==> config.mk <==
export PLATFORM = sky130hd
export DESIGN_NAME = ifetch_queue
export DESIGN_NICKNAME = d
export VERILOG_FILES = /design/src/rtl/ifetch_queue.sv
export SDC_FILE = /design/constraint.sdc
export NUM_CORES = 1
export LEC_CHECK = 0
export ABC_AREA = 1
export BUFFER_PORTS_ARGS = -buffer_cell sky130_fd_sc_hd__clkbuf_2
export CORE_MARGIN = 2
export CORE_UTILIZATION = 59
export DETAILED_ROUTE_END_ITERATION = 10
export PLACE_DENSITY = 0.79
export SLEW_MARGIN = 5
export SYNTH_ARGS = -nofsm -noshare
export SYNTH_HDL_FRONTEND = slang
export SYNTH_SLANG_ARGS = --single-unit
==> constraint.sdc <==
create_clock -name clock -period 7.2 [get_ports clock]
set_clock_uncertainty 0.2 [all_clocks]
set_input_delay 0 -clock clock [delete_from_list [all_inputs] [get_ports clock]]
set_output_delay 0 -clock clock [all_outputs]
set_load 0.05 [all_outputs]
==> src/rtl/ifetch_queue.sv <==
// ifetch_queue: fetch stage that owns the PC, issues word fetches and queues {pc, instr} for decode.
// Latency: a memory response reaches if_valid one cycle later at the earliest (no empty-queue bypass).
// Backpressure: if_ready low fills the queue; issue stops once queued + in-flight words reach BUF_DEPTH.
//
// Ports:
//   clock, reset_n                  single clock, asynchronous active-low reset
//   imem_req_valid/ready/addr       fetch request handshake; addr held stable until accepted
//   imem_rsp_valid/data             in-order responses, always accepted
//   redirect_valid/pc               taken branch/jump from execute; flushes and restarts fetch
//   if_valid/ready/instruction/pc   head of instruction queue to decode (NOP when !if_valid)
//   if_pc_plus4                     link value for JAL/JALR
// Optional: define IFETCH_MISALIGN_TRAP_EN to add if_misalign and a FAULT state for misaligned redirects.
module ifetch_queue #(
   parameter logic [31:0] RESET_PC        = 32'h0000_0000,
   parameter int          BUF_DEPTH       = 4,
   parameter int          MAX_OUTSTANDING = 2
) (
   input  logic        clock,
   input  logic        reset_n,
   output logic        imem_req_valid,
   input  logic        imem_req_ready,
   output logic [31:0] imem_req_addr,
   input  logic        imem_rsp_valid,
   input  logic [31:0] imem_rsp_data,
   input  logic        redirect_valid,
   input  logic [31:0] redirect_pc,
   output logic        if_valid,
   input  logic        if_ready,
   output logic [31:0] if_instruction,
   output logic [31:0] if_pc,
   output logic [31:0] if_pc_plus4
`ifdef IFETCH_MISALIGN_TRAP_EN
   ,
   output logic        if_misalign
`endif
);

   localparam int            PW    = $clog2(BUF_DEPTH);
   localparam int            CW    = $clog2(BUF_DEPTH + 1);
   localparam int            OW    = $clog2(MAX_OUTSTANDING + 1);
   localparam logic [OW-1:0] MAX_O = OW'(MAX_OUTSTANDING);
   localparam logic [31:0]   NOP   = 32'h0000_0013;

   typedef enum logic [1:0] {ST_RUN, ST_FLUSH, ST_FAULT} state_t;

   state_t          state_q, state_d;
   logic [31:0]     fetch_pc_q, fetch_pc_d;
   logic [31:0]     rsp_pc_q, rsp_pc_d;
   logic [CW-1:0]   count_q, count_d;
   logic [OW-1:0]   outst_q, outst_d;
   logic [OW-1:0]   drop_q, drop_d;
   logic [PW-1:0]   wr_ptr_q, wr_ptr_d;
   logic [PW-1:0]   rd_ptr_q, rd_ptr_d;
   logic [31:0]     qpc_q  [BUF_DEPTH];
   logic [31:0]     qdat_q [BUF_DEPTH];
`ifdef IFETCH_MISALIGN_TRAP_EN
   logic [31:0]     fault_pc_q, fault_pc_d;
`endif

   logic            push, pop, req_fire;
   logic [OW-1:0]   outst_rsp;
   logic [31:0]     redir_pc_al;

   // Low address bits of a redirect never reach the PC; a word-aligned target is assumed.
   assign redir_pc_al = redirect_pc & 32'hFFFF_FFFC;

   // Every request reserves a queue slot, so a response can never find the queue full.
   // Gated by reset_n so no request is offered while the memory is itself in reset.
   // A same-cycle redirect withdraws the request so no stale fetch is issued.
   assign imem_req_valid = reset_n && (state_q == ST_RUN) && !redirect_valid &&
                           (outst_q < MAX_O) &&
                           ((32'(count_q) + 32'(outst_q)) < 32'(BUF_DEPTH));
   assign imem_req_addr  = fetch_pc_q;
   assign req_fire       = imem_req_valid && imem_req_ready;

   assign if_valid = (count_q != '0);
   assign pop      = if_valid && if_ready && !redirect_valid;
`ifdef IFETCH_MISALIGN_TRAP_EN
   assign if_misalign = (state_q == ST_FAULT);
`endif

   always_comb begin
      if_instruction = NOP;
      if_pc          = '0;
      if_pc_plus4    = '0;
      if (if_valid) begin
         if_instruction = qdat_q[rd_ptr_q];
         if_pc          = qpc_q[rd_ptr_q];
         if_pc_plus4    = qpc_q[rd_ptr_q] + 32'd4;
      end
`ifdef IFETCH_MISALIGN_TRAP_EN
      else if (state_q == ST_FAULT) begin
         if_pc       = fault_pc_q;
         if_pc_plus4 = fault_pc_q + 32'd4;
      end
`endif
   end

   always_comb begin
      state_d    = state_q;
      fetch_pc_d = fetch_pc_q;
      rsp_pc_d   = rsp_pc_q;
      count_d    = count_q;
      outst_d    = outst_q;
      drop_d     = drop_q;
      wr_ptr_d   = wr_ptr_q;
      rd_ptr_d   = rd_ptr_q;
      push       = 1'b0;
`ifdef IFETCH_MISALIGN_TRAP_EN
      fault_pc_d = fault_pc_q;
`endif
      outst_rsp  = (imem_rsp_valid && outst_q != '0) ? outst_q - OW'(1) : outst_q;

      if (redirect_valid) begin
         // Every request still in flight after this cycle belongs to the old path.
         count_d    = '0;
         wr_ptr_d   = '0;
         rd_ptr_d   = '0;
         fetch_pc_d = redir_pc_al;
         rsp_pc_d   = redir_pc_al;
         outst_d    = outst_rsp;
         drop_d     = outst_rsp;
         state_d    = (outst_rsp != '0) ? ST_FLUSH : ST_RUN;
`ifdef IFETCH_MISALIGN_TRAP_EN
         if (redirect_pc[1:0] != 2'b00) begin
            state_d    = ST_FAULT;
            fault_pc_d = redirect_pc;
         end
`endif
      end else begin
         outst_d = req_fire ? outst_rsp + OW'(1) : outst_rsp;
         push    = imem_rsp_valid && (drop_q == '0) && (state_q != ST_FAULT);
         if (imem_rsp_valid && drop_q != '0)
            drop_d = drop_q - OW'(1);
         if (req_fire)
            fetch_pc_d = fetch_pc_q + 32'd4;
         if (push) begin
            rsp_pc_d = rsp_pc_q + 32'd4;
            wr_ptr_d = wr_ptr_q + PW'(1);
         end
         if (pop)
            rd_ptr_d = rd_ptr_q + PW'(1);
         if (push && !pop)
            count_d = count_q + CW'(1);
         else if (pop && !push)
            count_d = count_q - CW'(1);
         if (state_q == ST_FLUSH && drop_d == '0)
            state_d = ST_RUN;
      end
   end

   always_ff @(posedge clock or negedge reset_n) begin
      if (!reset_n) begin
         state_q    <= ST_RUN;
         fetch_pc_q <= RESET_PC;
         rsp_pc_q   <= RESET_PC;
         count_q    <= '0;
         outst_q    <= '0;
         drop_q     <= '0;
         wr_ptr_q   <= '0;
         rd_ptr_q   <= '0;
`ifdef IFETCH_MISALIGN_TRAP_EN
         fault_pc_q <= '0;
`endif
      end else begin
         state_q    <= state_d;
         fetch_pc_q <= fetch_pc_d;
         rsp_pc_q   <= rsp_pc_d;
         count_q    <= count_d;
         outst_q    <= outst_d;
         drop_q     <= drop_d;
         wr_ptr_q   <= wr_ptr_d;
         rd_ptr_q   <= rd_ptr_d;
`ifdef IFETCH_MISALIGN_TRAP_EN
         fault_pc_q <= fault_pc_d;
`endif
      end
   end

   // Queue storage needs no reset: entries are only read while count_q says they are valid.
   always_ff @(posedge clock) begin
      if (push) begin
         qpc_q[wr_ptr_q]  <= rsp_pc_q;
         qdat_q[wr_ptr_q] <= imem_rsp_data;
      end
   end

endmodule

==> results of run 1 <==
## registers in the layout, summed over array words and instances (netlist names), 2 cells and up
register       flops
qdat_q           128
qpc_q            120
imem_req_addr     30
rsp_pc_q          30
count_q            3
drop_q             2
outst_q            2
rd_ptr_q           2
wr_ptr_q           2
## cell type report
cell class	count	area, um2
inverter	110	418
timing repair buffer	294	1950
multi-input combinational	1295	5910
clock buffer	38	802
clock inverter	20	121
fill	1948	7850
sequential	320	9250
tap	341	427
## through the flow
step	hold WS, ns	utilization [%]	worst slack [ns]	cell area, um2	cells
global route	0.00277	70.6	2.66	18900	2418
finish	0.00215	70.6	3.00	18900	2418
detailed placement	-0.177	63.9	3.60	17100	2271
CTS	0.000855	70.6	3.00	18900	2417
global placement	-0.177	63.9	3.64	17100	2271
floorplan	-0.496	-	2.60	16000	1804
## how the worst min path moves through the flow
stage,startpoint,end,slack [ns],cells past startpoint
2_1_floorplan,reset_n,count_q[0]$_DFFE_PN0P_,-0.50,0
3_3_place_gp,reset_n,imem_req_addr[23]$_DFFE_PN0P_,-0.18,1
3_5_place_dp,reset_n,imem_req_addr[21]$_DFFE_PN0P_,-0.18,1
4_1_cts,imem_rsp_data[1],qdat_q[1][1]$_DFFE_PP_,0.0009,2
5_1_grt,imem_rsp_data[12],qdat_q[3][12]$_DFFE_PP_,0.003,2
6_report,imem_rsp_data[17],qdat_q[3][17]$_DFFE_PP_,0.002,2
## cell usage in the layout (no fill, tap or decap), drive strengths merged
master       instances
nand4               10
clkinvlp             2
a22oi                3
a31oi                2
nor4                 1
o221ai               4
o21bai               4
a32o                 1
clkbuf             228
conb                 6
a21oi               65
nand2              556
ha                  11
and2                 1
clkinv              18
fa                   1
o22ai                1
inv                109
xnor2                4
o211ai              29
bufinv               1
nor3                28
nor2               305
edfxtp             248
mux2i                1
buf                 15
o21ai              101
xor2                31
nand3              125
dlygate4sd3         89
dfrtp               72
nand3b               2
o311ai               3
## worst max-delay path: stages, from the launching register on
cell and delay (ns):
dfrtp_4 0.78, buf_4 0.79, nand2_1 0.14, nand2_1 0.11
nand2_1 0.05, nand2_1 0.18, ha_1 0.23, nand3_1 0.13
nor2_2 0.28, nand3_1 0.15, nand2_1 0.07, nand2_1 0.04
nor2_1 0.15, clkbuf_2 0.30
## timing repair
| item | in CTS | in global routing |
|---|---|---|
| endpoints found under the setup margin | 0 | 0 |
| hold endpoints to repair | 271 | 4 |
| hold buffers | 88 | 1 |
## cell families after synthesis
logic type / share of synthesized area (%)
and+or+nand+nor: 26.2
DFF: 58.0
AOI/OAI and AO/OA: 7.47
buffers and inverters: 5.27
xor gates and xnor gates: 1.92
adders and majority gates: 0.989
other: 0.0235
muxes: 0.0628
## power by group
group	switching (mW)	internal (mW)	leakage (nW)
clock network	0.662	0.823	0.448
logic	2.33	0.667	4.41
registers	0.186	2.18	3.12
total	3.18	3.67	7.97
## metal layers
metal  wire length (um)  global-route usage [%]  part of all wire, %  up-vias
met5                  0                       0                    0        -
met4               1150                    9.67                  2.9        0
met3               3050                    3.55                  7.6       85
met2              19100                    46.7                   48      603
met1              16800                    39.0                   42     6253
li1                   -                       -                    -     6498
==> flow_summary.yaml, run 1 <==
status:
  run_status: "finished clean"
yosys:
  avgSynthCellArea_um2: 8.86
  synthCells: 1799
  async_flop_share_pct: 22.5
  ys_warn_count: 0
  synth.area.top_cells: "edfxtp_1 (47%), nand2_1 (13%), dfrtp_1 (11%)"
  synth_top_cells_by_count: "nand2_1 (545), nor2_1 (290), edfxtp_1 (248)"
  synth.cell_area_um2: 15900
  yosysMostFrequentCell: "nand2_1"
  count_of_flip_flops_with_a_built_in_enable_after_synthesis: 248
  yosysTopAreaCell: "edfxtp_1"
  synth_cell_type_count: 39
  yosysSeqAreaShare_pct: 58.0
  ys_seq_elements: 320
  synth_top_cell_area_share_pct: 46.7
  synth_ff_type: "edfxtp_1"
detailed_routing:
  drc_errors: 0
  wl_per_cell_um: 16.6
  drt_pre_antenna_iters: 6
  detail-route-antenna-nets: 0
  route.detailed.vias_per_inst: 5.56
  detail_route.wirelength_um: 40100
  drt_iter0_markers: 1372
  routed-via-count: 13400
setup_path:
  worstReg2RegStart: "drop_q[0]$_DFF_PN0_"
  cp_endpoint_kind: "output pin"
  startpoint: "rd_ptr_q[0]$_DFFE_PN0P_"
  worstPathArrival_ns: 4.00
  path_class: "register to output pin"
  worst-r2r-setup-slack_ns: 3.79
  reg2regPathDepth: 8
  endpoint: "if_pc_plus4[26]"
  worst-endpoint-required_ns: 7.00
  worstSetupStartpointType: "register"
  reg2reg_to: "qdat_q[1][0]$_DFFE_PP_"
  worstPathMaxFanout: 87
cts:
  clock_tree.root_cell: "clkbuf_16"
  cts_resized: 0
  cts_buffer_depth: 3
  cts.repair_timing.setup_buffer_count: 0
  clock_tree_from_tritoncts: "yes"
  clk_latency_ns: 0.56
  cts_sinks: 320
  htree_levels: 1
  cts_inserted_buffers: 31
  cts.clk_slew.worst_paths_ns: 0.06
floorplanning:
  design.portCount: 200
  floorplan.die.height_um: 168
  initial_utilization_pct: 59.6
  num_rows: 60
  total_die_area_um2: 28300
  floorplan.die.width_um: 168
  core_area_um2: 26700
hold_path:
  worstHoldPathType: "input port to register"
power:
  p_leak_nw: 7.97
  pwr_density_cell_nw_per_um2: 363
  max-vdd-ir-drop_v: 0.000248
  total_power_mw: 6.85
sta:
  timing.max_slew.rel_slack_pct: 30.3
  hold_violations: 0
  drv_slew: 0
  timing.final.crit_share_pct: 58.4
  setup_viol: 0
  setup-tns-final_ns: 0
  fmax_ghz: 0.238
  worst_margin_pin_slew_ns: 1.04
  unrepaired_setup_endpoints_after_global_routing: "false"
  shortest_period_the_worst_path_allows_ns: 4.20
cells_and_area:
  syn_to_final_growth_pct: 18.4
  diodes: 0
  share_of_post_route_cells_with_drive_strength_above_1_pct: 13.5
  num-nets-final: 2134
grt:
  global_route_wire_length_before_repair_um: 63600
  first_global_vias: 12700
  grt_antenna_before_repair: 0
  gr-total-overflow: 0
  grt_start_max_net_pins: 134
  grt_usage_pct: 28.2
place:
  place_congestion: 0.936
  dpl.hpwl_um: 25300
  place.port_buffers: 191
flow_run:
  drv_cap: 0
Note: power is estimated with default switching activity, not from simulation.
==> inputs of run 2 (changes only) <==
- CORE_UTILIZATION: 59 -> 53
- PLACE_DENSITY: 0.79 -> 0.75
- clock period: 7.2 -> 3.4 ns (I/O delays scaled with it)
==> run 2 against run 1 <==
Against the previous run: count of clock-buffer cells in the layout is 4 higher; utilization shrank 4.7 points; critical path depth shrank 2; die area is 11% higher.
==> flow_summary.yaml, run 2 (synthesis gave the netlist of run 1 again) <==
detailed_routing:
  wl_per_cell_um: 16.7
  highest_routed_metal_layer: "met4"
  routed-via-count: 13500
  route.detailed.vias_per_inst: 5.45
  drt_iter0_markers: 1230
  detail-route-antenna-nets: 0
  detail_route.wirelength_um: 41300
  detailroute.wirelength.met3_um: 3530
  detailroute.wirelength.met2_um: 19600
  m1WireLength_um: 17100
  drt_pre_antenna_iters: 6
  drc_errors: 0
cells_and_area:
  diodes: 0
  num-nets-final: 2140
  ff_latch_area_um2: 9250
  final_common_cell: "nand2_1"
  fillCellCount: 2317
  share_of_post_route_cells_with_drive_strength_above_1_pct: 14.5
  max_flop_register: "qdat_q"
  multiInputGateArea_um2: 5910
  syn_to_final_growth_pct: 22.6
  highest_count_cells_in_the_layout_ignoring_fill_and_taps: "nand2_1 (545), nor2_1 (286), edfxtp_1 (248)"
  largestRegisters: "qdat_q (128), qpc_q (120)"
  post_layout_instance_count_excluding_filler_cells: 2473
  largest_register_ffs: 128
  layout.cell_area.non_filler_um2: 19500
floorplanning:
  num_rows: 63
  floorplan.die.width_um: 177
  core_area_um2: 29600
  floorplan.die.height_um: 177
  design.portCount: 200
  initial_utilization_pct: 53.8
  total_die_area_um2: 31500
grt:
  first_global_vias: 13100
  grt_usage_pct: 26.4
  global_route_wire_length_before_repair_um: 65800
  gr-total-overflow: 0
  grt_start_max_net_pins: 85
  grt_antenna_before_repair: 0
sta:
  hold_ws_ns: 0.0407
  fmax_ghz: 0.314
  drv_slew: 0
  setup_viol: 0
  finalWorstSetupSlack_ns: 0.216
  hold_violations: 0
  timing.final.crit_share_pct: 93.7
  unrepaired_setup_endpoints_after_global_routing: "false"
  setup-tns-final_ns: 0
  timing.max_slew.rel_slack_pct: 53.4
  shortest_period_the_worst_path_allows_ns: 3.18
  worst_margin_pin_slew_ns: 0.698
setup_path:
  worstSetupStartpointType: "register"
  worstPathArrival_ns: 2.98
  reg2regPathDepth: 11
  worstPathMaxFanout: 22
  critical_path.cell_chain: "inv_2, o211ai_1, nand2_1, ha_1, nand2_2, nor2_2, nand2_2, nor2_2, a21oi_1, nor2_1, buf_12"
  worstReg2RegStart: "count_q[1]$_DFFE_PN0P_"
  worst_path_max_delay_cell: "dfrtp_2"
  cp_endpoint_kind: "output pin"
  reg2reg_to: "imem_req_addr[21]$_DFFE_PN0P_"
  path_class: "register to output pin"
  worst-r2r-setup-slack_ns: 0.59
  largest_stage_delay_worst_path_ns: 0.43
  worst-endpoint-required_ns: 3.20
place:
  dpl.hpwl_um: 26700
  place.port_buffers: 191
  post_place_cell_area_um2: 17600
  dpl_worst_slack_ns: 0.513
  place_congestion: 0.941
  placed_cells_incl_taps: 2329
cts:
  clock_tree.root_cell: "clkbuf_16"
  cts_sinks: 320
  htree_levels: 2
  clk_latency_ns: 0.51
  clock_tree_from_tritoncts: "yes"
  cts_buffer_depth: 3
  cts_inserted_buffers: 34
  cts.clk_slew.worst_paths_ns: 0.06
status:
  run_status: "finished clean"
hold_path:
  worstHoldPathType: "input port to register"
  timing.hold.worst_endpoint: "qdat_q[0][11]$_DFFE_PP_"
  min_delay_path_depth: 2
  timing.hold.worst.start: "imem_rsp_data[11]"
power:
  pwr_density_cell_nw_per_um2: 796
  p_leak_nw: 8.20
  max-vdd-ir-drop_v: 0.000428
flow_run:
  drv_cap: 0
[run 2: how the worst max path moves through the flow]
stage	slack [ns]	from	endpoint	cells past startpoint
floorplan	-0.20	drop_q[0]$_DFF_PN0_	qdat_q[0][0]$_DFFE_PP_	7
global placement	0.58	rd_ptr_q[0]$_DFFE_PN0P_	if_pc_plus4[24]	15
detailed placement	0.51	rd_ptr_q[0]$_DFFE_PN0P_	if_pc_plus4[25]	13
CTS	0.02	rd_ptr_q[0]$_DFFE_PN0P_	if_pc_plus4[25]	13
global route	0.03	rd_ptr_q[1]$_DFFE_PN0P_	if_pc_plus4[24]	13
finish	0.22	rd_ptr_q[1]$_DFFE_PN0P_	if_pc_plus4[30]	11
[run 2: routing by layer]
metal | vias up | GRT usage (%)
met5 | - | 0
met4 | 0 | 8.67
met3 | 77 | 3.96
met2 | 570 | 44.3
met1 | 6339 | 35.2
li1 | 6486 | -
[run 2: report_power, final]
part | switching (mW) | total [mW] | internal (mW)
combinational | 5.12 | 7.01 | 1.89
sequential | 0.362 | 4.99 | 4.62
clock | 1.48 | 3.55 | 2.07
[run 2: through the flow]
step           total power, mW  util [%]
6_report                  15.5      65.9
5_1_grt                   16.3      65.9
3_3_place_gp              11.8      59.4
3_5_place_dp              11.9      59.4
4_1_cts                   15.5      65.8
2_1_floorplan             9.81         -
[run 2: worst max-delay path: cells and delay by family, from the launching register on]
kind                       cells  cell delay (ns)
adders and majority gates      1             0.24
DFF                            1             0.43
AOI/OAI and AO/OA              2             0.27
buffers and inverters          2             0.56
and+or+nand+nor                6             0.97
[run 2: cell type report]
cell class | instances | area share, %
Timing Repair Buffer | 297 | 12.2
Clock buffer | 42 | 4.67
Sequential cell | 320 | 47.4
Tap cell | 390 | 2.50
Inverter | 110 | 2.18
Clock inverter | 19 | 0.858
Multi-Input combinational cell | 1295 | 30.2
[run 2: timing repair]
| item | in CTS | in global routing |
|---|---|---|
| setup buffers | 0 | 5 |
| setup endpoints to repair | 4 | 20 |
| hold endpoints to repair | 271 | 0 |
| gates resized for setup | 2 | 1 |
| hold buffers | 78 | 0 |
